==> config.mk <==
export PLATFORM = sky130hd
export DESIGN_NAME = seg7_scan_ctrl_flat
export DESIGN_NICKNAME = d
export VERILOG_FILES = /design/src/rtl/seg7_scan_ctrl_pkg.sv /design/src/rtl/seg7_scan_ctrl_if.sv /design/src/rtl/seg7_scan_ctrl_hex_to_7seg.sv /design/src/rtl/seg7_scan_ctrl.sv /design/src/flat_wrapper.sv
export SDC_FILE = /design/constraint.sdc
export NUM_CORES = 1
export LEC_CHECK = 0
export CAP_MARGIN = 5
export CELL_PAD_IN_SITES_DETAIL_PLACEMENT = 0
export CELL_PAD_IN_SITES_GLOBAL_PLACEMENT = 2
export CORE_UTILIZATION = 37
export CTS_BUF_LIST = sky130_fd_sc_hd__clkbuf_16
export DETAILED_ROUTE_END_ITERATION = 12
export GPL_TIMING_DRIVEN = 1
export PLACE_DENSITY_LB_ADDON = 0.12
export SYNTH_ARGS = -nofsm -noshare
export SYNTH_HDL_FRONTEND = slang
export SYNTH_SLANG_ARGS = --single-unit
==> constraint.sdc <==
create_clock -name clk -period 3.6 [get_ports clk]
set_input_delay 0.72 -clock clk [delete_from_list [all_inputs] [get_ports clk]]
set_output_delay 0.72 -clock clk [all_outputs]
set_load 0.05 [all_outputs]
==> src/rtl/seg7_scan_ctrl_pkg.sv <==
// Shared types and constants for the 7-segment scan controller and its decoder.
// Segment codes are active-low, ordered {g,f,e,d,c,b,a}.
package seg7_pkg;

  typedef enum logic [1:0] {
    IDLE  = 2'd0,
    BLANK = 2'd1,
    SHOW  = 2'd2
  } state_t;

  localparam logic [6:0] SEG_BLANK = 7'h7F;
  localparam logic [3:0] AN_OFF    = 4'hF;

  function automatic logic [6:0] seg_code(input logic [3:0] v);
    logic [6:0] s;
    case (v)
      4'h0: s = 7'b1000000;
      4'h1: s = 7'b1111001;
      4'h2: s = 7'b0100100;
      4'h3: s = 7'b0110000;
      4'h4: s = 7'b0011001;
      4'h5: s = 7'b0010010;
      4'h6: s = 7'b0000010;
      4'h7: s = 7'b1111000;
      4'h8: s = 7'b0000000;
      4'h9: s = 7'b0010000;
      4'hA: s = 7'b0001000;
      4'hB: s = 7'b0000011;
      4'hC: s = 7'b1000110;
      4'hD: s = 7'b0100001;
      4'hE: s = 7'b0000110;
      default: s = 7'b0001110;
    endcase
    return s;
  endfunction

endpackage

==> src/rtl/seg7_scan_ctrl_if.sv <==
// Host-side and display-side signals of the scan controller, plus FSM state for observation.
interface seg7_scan_ctrl_if;
  import seg7_pkg::*;

  // load is a one-cycle strobe with no back-pressure: every cycle with load=1 is accepted
  // and captures digit_in/dp_in; there is no ready signal.
  logic        en;
  logic        load;
  logic [15:0] digit_in;
  logic [3:0]  dp_in;
  logic [6:0]  seg;
  logic        dp;
  logic [3:0]  an;
  logic        frame_done;
  state_t      dbg_state;

  modport master (
    output en, load, digit_in, dp_in,
    input  seg, dp, an, frame_done, dbg_state
  );

  modport slave (
    input  en, load, digit_in, dp_in,
    output seg, dp, an, frame_done, dbg_state
  );

endinterface

==> src/rtl/seg7_scan_ctrl_hex_to_7seg.sv <==
// Combinational hex nibble to active-low 7-segment decoder, shared by display blocks.
module hex_to_7seg
  import seg7_pkg::*;
(
  input  logic [3:0] nibble,
  output logic [6:0] seg
);

  assign seg = seg_code(nibble);

endmodule

==> src/rtl/seg7_scan_ctrl.sv <==
// Four-digit multiplexed 7-segment scanner with blank guard per slot and
// double-buffered value that is only swapped at frame boundaries.
module seg7_scan_ctrl
  import seg7_pkg::*;
#(
  parameter int SLOT_CYCLES  = 50000,
  parameter int BLANK_CYCLES = 500
) (
  input  logic           clk,
  input  logic           rst_n,
  seg7_scan_ctrl_if.slave bus
);

  localparam int CW = $clog2(SLOT_CYCLES);
  localparam logic [CW-1:0] SLOT_LAST  = CW'(SLOT_CYCLES - 1);
  localparam logic [CW-1:0] BLANK_LAST = CW'(BLANK_CYCLES - 1);

  state_t        state_q, state_d;
  logic [CW-1:0] cnt_q, cnt_d;
  logic [1:0]    idx_q, idx_d;
  logic          commit;
  logic          fd_d;

  logic [15:0]   act_val_q, pend_val_q;
  logic [3:0]    act_dp_q, pend_dp_q;
  logic          pend_valid_q;

  logic [3:0]    nib;
  logic [6:0]    dec_seg;
  logic [6:0]    seg_d, seg_q;
  logic [3:0]    an_d, an_q;
  logic          dp_d, dp_q;
  logic          fd_q;

  always_comb begin
    state_d = state_q;
    cnt_d   = cnt_q;
    idx_d   = idx_q;
    commit  = 1'b0;
    fd_d    = 1'b0;
    if (!bus.en) begin
      state_d = IDLE;
      cnt_d   = '0;
      idx_d   = '0;
    end else begin
      case (state_q)
        IDLE: begin
          state_d = BLANK;
          cnt_d   = '0;
          idx_d   = '0;
          commit  = 1'b1;
        end
        BLANK: begin
          // The counter runs straight through into SHOW; only slot end clears it.
          cnt_d = cnt_q + CW'(1);
          if (cnt_q == BLANK_LAST) state_d = SHOW;
        end
        SHOW: begin
          if (cnt_q == SLOT_LAST) begin
            state_d = BLANK;
            cnt_d   = '0;
            idx_d   = idx_q + 2'd1;
            if (idx_q == 2'd3) begin
              fd_d   = 1'b1;
              commit = 1'b1;
            end
          end else begin
            cnt_d = cnt_q + CW'(1);
          end
        end
        default: state_d = IDLE;
      endcase
    end
  end

  // Outputs are registered from the next-state values so they line up with state/idx.
  assign nib = act_val_q[{idx_d, 2'b00} +: 4];

  hex_to_7seg u_dec (
    .nibble (nib),
    .seg    (dec_seg)
  );

  always_comb begin
    seg_d = SEG_BLANK;
    an_d  = AN_OFF;
    dp_d  = 1'b1;
    if (state_d == SHOW) begin
      seg_d = dec_seg;
      an_d  = ~(4'b0001 << idx_d);
      dp_d  = ~act_dp_q[idx_d];
    end
  end

  always_ff @(posedge clk or negedge rst_n) begin
    if (!rst_n) begin
      state_q <= IDLE;
      cnt_q   <= '0;
      idx_q   <= '0;
      seg_q   <= SEG_BLANK;
      an_q    <= AN_OFF;
      dp_q    <= 1'b1;
      fd_q    <= 1'b0;
    end else begin
      state_q <= state_d;
      cnt_q   <= cnt_d;
      idx_q   <= idx_d;
      seg_q   <= seg_d;
      an_q    <= an_d;
      dp_q    <= dp_d;
      fd_q    <= fd_d;
    end
  end

  // A load landing on a commit cycle bypasses pending and goes straight to active.
  always_ff @(posedge clk or negedge rst_n) begin
    if (!rst_n) begin
      act_val_q    <= '0;
      act_dp_q     <= '0;
      pend_val_q   <= '0;
      pend_dp_q    <= '0;
      pend_valid_q <= 1'b0;
    end else if (commit && (bus.load || pend_valid_q)) begin
      act_val_q    <= bus.load ? bus.digit_in : pend_val_q;
      act_dp_q     <= bus.load ? bus.dp_in    : pend_dp_q;
      pend_valid_q <= 1'b0;
    end else if (bus.load) begin
      pend_val_q   <= bus.digit_in;
      pend_dp_q    <= bus.dp_in;
      pend_valid_q <= 1'b1;
    end
  end

  assign bus.seg        = seg_q;
  assign bus.an         = an_q;
  assign bus.dp         = dp_q;
  assign bus.frame_done = fd_q;
  assign bus.dbg_state  = state_q;

endmodule

==> src/flat_wrapper.sv <==
// flat-port wrapper written by rule: the top's interface ports become plain ports
module seg7_scan_ctrl_flat import seg7_pkg::*;
#(
  parameter int SLOT_CYCLES  = 50000,
  parameter int BLANK_CYCLES = 500
)
  (clk, rst_n, bus_en, bus_load, bus_digit_in, bus_dp_in, bus_seg, bus_dp, bus_an, bus_frame_done, bus_dbg_state);
  seg7_scan_ctrl_if bus_i ();
  input  logic clk;
  input  logic rst_n;
  input wire logic [$bits(bus_i.en)-1:0] bus_en;
  input wire logic [$bits(bus_i.load)-1:0] bus_load;
  input wire logic [$bits(bus_i.digit_in)-1:0] bus_digit_in;
  input wire logic [$bits(bus_i.dp_in)-1:0] bus_dp_in;
  output wire logic [$bits(bus_i.seg)-1:0] bus_seg;
  output wire logic [$bits(bus_i.dp)-1:0] bus_dp;
  output wire logic [$bits(bus_i.an)-1:0] bus_an;
  output wire logic [$bits(bus_i.frame_done)-1:0] bus_frame_done;
  output wire logic [$bits(bus_i.dbg_state)-1:0] bus_dbg_state;
  assign bus_i.en = bus_en;
  assign bus_i.load = bus_load;
  assign bus_i.digit_in = bus_digit_in;
  assign bus_i.dp_in = bus_dp_in;
  assign bus_seg = bus_i.seg;
  assign bus_dp = bus_i.dp;
  assign bus_an = bus_i.an;
  assign bus_frame_done = bus_i.frame_done;
  assign bus_dbg_state = bus_i.dbg_state;
  seg7_scan_ctrl #(.SLOT_CYCLES(SLOT_CYCLES), .BLANK_CYCLES(BLANK_CYCLES)) u_core (.clk(clk), .rst_n(rst_n), .bus(bus_i));
endmodule
=== Word level (Yosys, flattened, before mapping) ===
Memories as Yosys holds them, arrays and structs flattened.
Cells that the tools add are included.

* $add $sub $neg: 2
* $mul: 0
* Div/mod/pow operators: 0
* $lt $le $gt $ge: 1
* Equality and inequality tests: 7
* Shift-type cells: 2
* Mux-type cells: 25
* Bitwise logic cells: 2
* Reductions and logical operators: 4

{| class="wikitable"
|+ Operator list
! kind !! count
|-
| $mux W16 || 3
|-
| $pmux W16 S3 || 1
|-
| $add A16 B1 Y16 const B || 1
|-
| $eq A16 B16 Y1 const B || 1
|-
| $eq A16 B9 Y1 const B || 1
|-
| $shiftx A16 B5 Y4 || 1
|-
| $mux W2 || 5
|-
| $mux W1 || 9
|-
| $mux W4 || 2
|-
| $mux W7 || 1
|-
| $eq A2 B2 Y1 const B || 3
|-
| $pmux W2 S3 || 1
|-
| $ne A4 B1 Y1 const B || 1
|-
| $not A4 Y4 || 1
|-
| $pmux W2 S2 || 1
|-
| $shl A1 B2 Y4 const A || 1
|-
| $lt A2 B3 Y1 const B || 1
|-
| $add A2 B1 Y2 const B || 1
|-
| $bmux W1 S2 || 1
|-
| $eq A2 B1 Y1 const B || 1
|-
| $logic_not A2 Y1 || 1
|-
| $pmux W1 S2 || 1
|-
| $reduce_bool A2 Y1 || 1
|-
| $logic_and A1 B1 Y1 || 1
|-
| other kinds (2) || 2
|}

* Bits in registers: 74
* Latch bits: 0
* RAM bits: 0
* Memory bits (read-only): 112
* Output and inout port bits: 15
* Logic and storage cells: 56
* Memories kept: 1

{| class="wikitable"
|+ Memory list
! name !! depth !! width !! read ports !! clocked after memory_dff !! write ports !! line !! RTL
|-
| (name not given) || 16 || 7 || 1 || 0 || 0 || seg7_scan_ctrl_pkg.sv:16 || <nowiki>case (v)</nowiki>
|}

=== Depth between registers and ports, before layout ===
* Depth in word-level cells: 8
* Mapped depth: 15
* Mapped depth without buffers: 14

=== By module ===
From an unflattened synthesis, not the netlist that was laid out.

* Cell total of the unflattened synthesis: 342
* Area, all modules: 3953.8 µm²

{| class="wikitable"
|+ By module, submodules not included
! module !! instances !! cells an instance !! area each (µm²)
|-
| seg7_scan_ctrl || 1 || 310 || 3678.5
|-
| hex_to_7seg || 1 || 32 || 275.3
|}

=== Least setup slack after synthesis ===
No wires, ideal clock.

* Path kind: reg-to-reg
* From: reg u_core.state_q[0], in the netlist u_core.bus.dbg_state[0]
* To: reg u_core.seg_q[0], in the netlist u_core.bus.seg[0]
* Library setup time: 0.081 ns
* Arrival time: 3.140 ns
* Slack: 0.379 ns
* Stages on the path, launching flop included: 15
* Clock period less this slack: 3.221 ns
* Path through: dfrtp_1 > inv_1 > ha_1 > nand2b_1 > clkbuf_1 > nor3b_1 > and4b_1 > or2_4 > a222oi_1 > nand2_1 > inv_1 > ha_1 > a21oi_1 > a32o_1 > a211oi_2

* Longest elaborated chain between the ends: 6
* Elaborated cells on any way between the ends: 13
* Those cells by class: 3 x eq/ne; 1 x shift; 7 x mux; 1 x reduce/logical; 1 x memory

{| class="wikitable"
|+ RTL lines
! element !! line !! RTL
|-
| from (decl) || seg7_scan_ctrl.sv:18 || <nowiki>state_t state_q, state_d;</nowiki>
|-
| from (signal assigned) || seg7_scan_ctrl.sv:105 || <nowiki>state_q <= state_d;</nowiki>
|-
| $eq A2 B2 Y1 or $logic_not A2 Y1 (tied branches) || seg7_scan_ctrl.sv:46 || <nowiki>case (state_q)</nowiki>
|-
| $pmux W2 S2 || seg7_scan_ctrl.sv:46 ||
|-
| $mux W2 || seg7_scan_ctrl.sv:41 || <nowiki>if (!bus.en) begin</nowiki>
|-
| $shiftx A16 B5 Y4 || seg7_scan_ctrl.sv:77 || <nowiki>assign nib = act_val_q[{idx_d, 2'b00} +: 4];</nowiki>
|-
| $mem_v2 Z16 W7 || n/a ||
|-
| $mux W7 * || seg7_scan_ctrl.sv:88 || <nowiki>if (state_d == SHOW) begin</nowiki>
|-
| net u_core.seg_d[0] || seg7_scan_ctrl.sv:30 || <nowiki>logic [6:0] seg_d, seg_q;</nowiki>
|-
| to (signal assigned) || seg7_scan_ctrl.sv:108 || <nowiki>seg_q <= seg_d;</nowiki>
|-
| to (decl) || seg7_scan_ctrl.sv:30 ||
|}

Mark *: on every way through the listed nets, which the timed path passes. The rest lies on a longest branch.
A chain may end at the register's enable or synchronous reset.

=== Final worst setup path ===
* From: reg u_core.cnt_q[5]
* To: reg u_core.seg_q[0], in the netlist u_core.bus.seg[0]

* Longest elaborated chain between the ends: 7
* Elaborated cells on any way between the ends: 13
* Those cells by class: 3 x eq/ne; 1 x shift; 8 x mux; 1 x memory

{| class="wikitable"
|+ RTL lines
! element !! line !! RTL
|-
| from (decl) || seg7_scan_ctrl.sv:19 || <nowiki>logic [CW-1:0] cnt_q, cnt_d;</nowiki>
|-
| from (signal assigned) || seg7_scan_ctrl.sv:106 || <nowiki>cnt_q <= cnt_d;</nowiki>
|-
| $eq A16 B16 Y1 || seg7_scan_ctrl.sv:59 || <nowiki>if (cnt_q == SLOT_LAST) begin</nowiki>
|-
| $mux W2 || seg7_scan_ctrl.sv:59 ||
|-
| $pmux W2 S2 || seg7_scan_ctrl.sv:46 ||
|-
| $mux W2 || seg7_scan_ctrl.sv:41 ||
|-
| $shiftx A16 B5 Y4 || seg7_scan_ctrl.sv:77 ||
|-
| $mem_v2 Z16 W7 || n/a ||
|-
| $mux W7 * || seg7_scan_ctrl.sv:88 ||
|-
| net u_core.seg_d[0] || seg7_scan_ctrl.sv:30 ||
|}

Marks and branches as above.

==> Flow_metrics.wiki <==
{| class="wikitable"
! Metric !! Value
|-
| Crit path DAT || 3.48 ns
|-
| Sequential element share of the synthesized area || 0.487
|-
| Endpoint type of the worst setup path || register
|-
| Number of DRC markers after the initial detailed-route iteration || 119
|-
| GRT overflow || 0
|-
| Synthesized net count || 404
|-
| Period minus WS final || 3.23 ns
|-
| Portion of total power attributed to combinational logic || 0.151
|-
| Die span in y || 104 um
|-
| Placeable core region || 9910 sq um
|-
| Dominant register cell in the synthesized netlist || sky130_fd_sc_hd__dfrtp_1
|-
| Required arrival time at the worst endpoint || 3.85 ns
|-
| Pint || 1.68 mW
|-
| Leading cell types in the layout, fill and taps excluded || 62 x sky130_fd_sc_hd__dfrtp_1, 46 x sky130_fd_sc_hd__nor2_1, 37 x sky130_fd_sc_hd__clkdlybuf4s50_1
|-
| Non-Filler Cell Area, Final || 4720 sq um
|-
| First-pass GRT wire length || 14200 um
|-
| X dimension of the die || 104 um
|-
| Measured slew at the worst slew-check pin || 0.927 ns
|-
| Pwr dens || 484 nW/um^2
|-
| Hold slack final || 0.485 ns
|-
| Leakage || 2.04 nW
|-
| Placer's final routability congestion estimate || 0.739
|-
| Via count of the first global-routing pass || 2818
|-
| Reg2Reg Setup Slack || 0.37 ns
|-
| Largest stage delay on the critical path || 0.57 ns
|-
| Die outline area || 10800 sq um
|-
| Worst-path cell chain || or4bb_1, nor4_4, buf_4, a21oi_2, or2_4, a222oi_1, nand2_1, inv_1, ha_1, a21oi_1, a32o_1, a211oi_2
|-
| Clock transition time at the flip-flop clock pins of the worst setup and hold paths || 0.06 ns
|-
| Clock group share of total power || 0.421
|-
| Outcome || finished clean
|-
| Highest Clock Rate || 0.309 GHz
|-
| Maximum fanout count along the critical path || 8
|-
| Switching power as a share of total power || 0.264
|-
| Root Buffer || sky130_fd_sc_hd__clkbuf_16
|-
| Post-CTS setup-driven buffer insertion count || 0
|-
| Final-layout fill cell count || 937
|-
| Cell class contributing the biggest share of worst-path delay || simple AND/OR/NAND/NOR gates
|-
| Initial core utilization || 0.386
|-
| Seq cells post-synth || 74
|-
| Port-buffer cells || 38
|-
| I/O pin cnt || 39
|-
| Proportion of synthesized flip-flops having asynchronous set or reset || 1.00
|-
| Fraction of the cycle the final worst path needs || 0.898
|-
| Number of buffers created by CTS || 9
|-
| # H-tree levels || 3
|-
| Cell count after synthesis || 368
|-
| Summed negative setup slack over all endpoints || 0 ns
|-
| Setup crit start || u_core.cnt_q[5]
|-
| Max-cap viol count || 0
|-
| Total DRC errors in the routed layout || 0
|-
| Net count, final || 450
|-
| Hold-fix buffers, CTS || 0
|-
| Largest net degree at the start of global routing || 75
|-
| Critical R2R Capture || u_core.bus.seg[0]
|-
| Final Hold Violating Endpoints || 0
|-
| 1st-pass router iterations || 4
|-
| Maximum count of clock buffers along a single path || 2
|-
| Final ANT Viol Nets || 0
|-
| Via count || 2781
|-
| Worst hold path depth || 3
|-
| Placement row count || 36
|-
| GRT Total Usage || 0.164
|-
| Ant diodes || 0
|-
| Placement Cell Area || 4400 sq um
|-
| Number of enable-type register cells in the synthesized netlist || 0
|-
| CTS sink count || 74
|-
| Number of antenna violations at the first check in global routing || 0
|-
| Reg power frac || 0.427
|-
| Class of the most critical setup path || register to register
|-
| Worst hold path type || register to register
|-
| Number of pins exceeding their max-slew limit in the final report || 0
|-
| Mean number of vias per cell || 5.04
|-
| Relative max-transition margin || 0.382
|-
| Endpoints failing setup || 0
|-
| Depth of the worst register-to-register path || 12
|-
| Startpoint of the most critical register-to-register path || u_core.cnt_q[5]
|-
| Number of cells upsized or downsized after cts || 0
|-
| Critical-path cell with the highest stage delay || sky130_fd_sc_hd__or4bb_1
|-
| Switching power total || 0.604 mW
|-
| Final HPWL from detailed placement || 5710 um
|-
| Synth Cell Area || 3830 sq um
|-
| VDD IR max || 207 uV
|-
| Aggregate routed wire length || 8070 um
|-
| Number of warning messages in the yosys log || 0
|-
| TritonCTS clock tree || built
|-
| Most common cell after layout, fill and taps aside || sky130_fd_sc_hd__dfrtp_1
|-
| Critical path launch point type || register
|-
| Detail-routed net length per standard cell || 14.6 um
|-
| Fraction of final layout cells sized beyond drive strength 1 || 0.158
|-
| Area growth from synthesis to layout || 23.4%
|-
| Worst path buffer plus inverter count || 2
|-
| CP Depth || 12
|-
| Endpoint of the most critical setup path || u_core.bus.seg[0]
|-
| Setup repair after global routing missed its margin || false
|-
| Clock latency on the worst-skew pair || 0.33 ns
|-
| Fin Clk Skew || 0.0101 ns
|-
| Unique masters post-synth || 58
|-
| Avg Cell Area, Syn || 10.4 sq um
|}
[cell families after synthesis]
logic type | count (synthesis) | synth area share
fa+ha+maj | 12 | 0.0392
compound gates | 68 | 0.116
buf+inv | 30 | 0.0343
mux | 47 | 0.129
xor+xnor | 10 | 0.0229
flops | 74 | 0.487
simple gates | 127 | 0.171
[state kept, by name, summed over array words and instances (netlist names), 4 cells and up]
name,flops
u_core.act_val_q,16
u_core.cnt_q,16
u_core.pend_val_q,16
u_core.bus.seg,7
u_core.act_dp_q,4
u_core.bus.an,4
u_core.pend_dp_q,4
[final cells by class]
class | count | area, sq um | area share
clock inverter | 7 | 93.8 | 0.0199
clock buffer | 9 | 225 | 0.0477
tap | 133 | 166 | 0.0352
sequential | 74 | 1870 | 0.395
multi-input combinational | 264 | 1840 | 0.390
inverter | 13 | 48.8 | 0.0103
timing repair buffer | 52 | 483 | 0.102
[worst min path at each step]
stage / from / to / slack [ns]
floorplan: rst_n / u_core.act_dp_q[0] / 0.42
global placement: u_core.pend_val_q[3] / u_core.pend_val_q[3] / 0.47
detailed placement: u_core.pend_val_q[4] / u_core.pend_val_q[4] / 0.48
CTS: u_core.act_dp_q[0] / u_core.bus.dp / 0.49
global route: u_core.act_dp_q[0] / u_core.bus.dp / 0.51
finish: u_core.act_dp_q[0] / u_core.bus.dp / 0.48
[routing by layer]
layer	share of wire	wire, um	up-vias	track usage
li1	-	-	1402	-
met1	0.50	4070	1322	0.230
met2	0.45	3640	45	0.250
met3	0.027	217	12	0.0359
met4	0.018	145	0	0.0612
met5	0	0	-	0
[cells in the mapped netlist, drive strengths merged, types with 3 or more instances]
library cell	instances	area, sq um
xor2	7	61.3
o211ai	3	27.5
nand3	11	55.1
a21oi	28	144
or2	3	21.3
a211oi	3	27.5
and3	6	37.5
o21ai	17	85.1
dfstp	12	315
ha	12	150
buf	6	41.3
clkbuf	11	41.3
nand2	26	100
nor4	4	40.0
nor2	46	173
mux2	20	225
inv	13	48.8
mux2i	27	270
dfrtp	62	1550
nand4	6	37.5
and2	6	37.5
xnor2	3	26.3
[metrics by stage]
step / power [mW] / utilization / cells / setup slack [ns]
6_report: 2.29 / 0.477 / 552 / 0.366
5_1_grt: 2.41 / 0.477 / 552 / 0.0880
4_1_cts: 2.33 / 0.476 / 551 / 0.196
3_5_place_dp: 1.34 / 0.444 / 535 / 0.235
3_3_place_gp: 1.34 / 0.444 / 535 / 0.318
2_1_floorplan: 1.21 / - / 368 / 0.379
[power by group through the flow]
stage               Clock, mW  Combinational [mW]  Sequential (mW)
CTS                     0.996               0.352            0.979
detailed placement          0               0.350            0.994
global placement            0               0.350            0.994
finish                  0.963               0.345            0.977
global route             1.02               0.394            0.989
floorplan                   0               0.242            0.973
[worst register-to-register path: stages, from the launching register on]
cell	delay, ns
sky130_fd_sc_hd__dfrtp_1	0.44
sky130_fd_sc_hd__or4bb_1	0.57
sky130_fd_sc_hd__nor4_4	0.26
sky130_fd_sc_hd__buf_4	0.19
sky130_fd_sc_hd__a21oi_2	0.07
sky130_fd_sc_hd__or2_4	0.28
sky130_fd_sc_hd__a222oi_1	0.35
sky130_fd_sc_hd__nand2_1	0.21
sky130_fd_sc_hd__inv_1	0.17
sky130_fd_sc_hd__ha_1	0.19
sky130_fd_sc_hd__a21oi_1	0.05
sky130_fd_sc_hd__a32o_1	0.23
sky130_fd_sc_hd__a211oi_2	0.15
No activity file was read; power rests on OpenSTA's default activity.
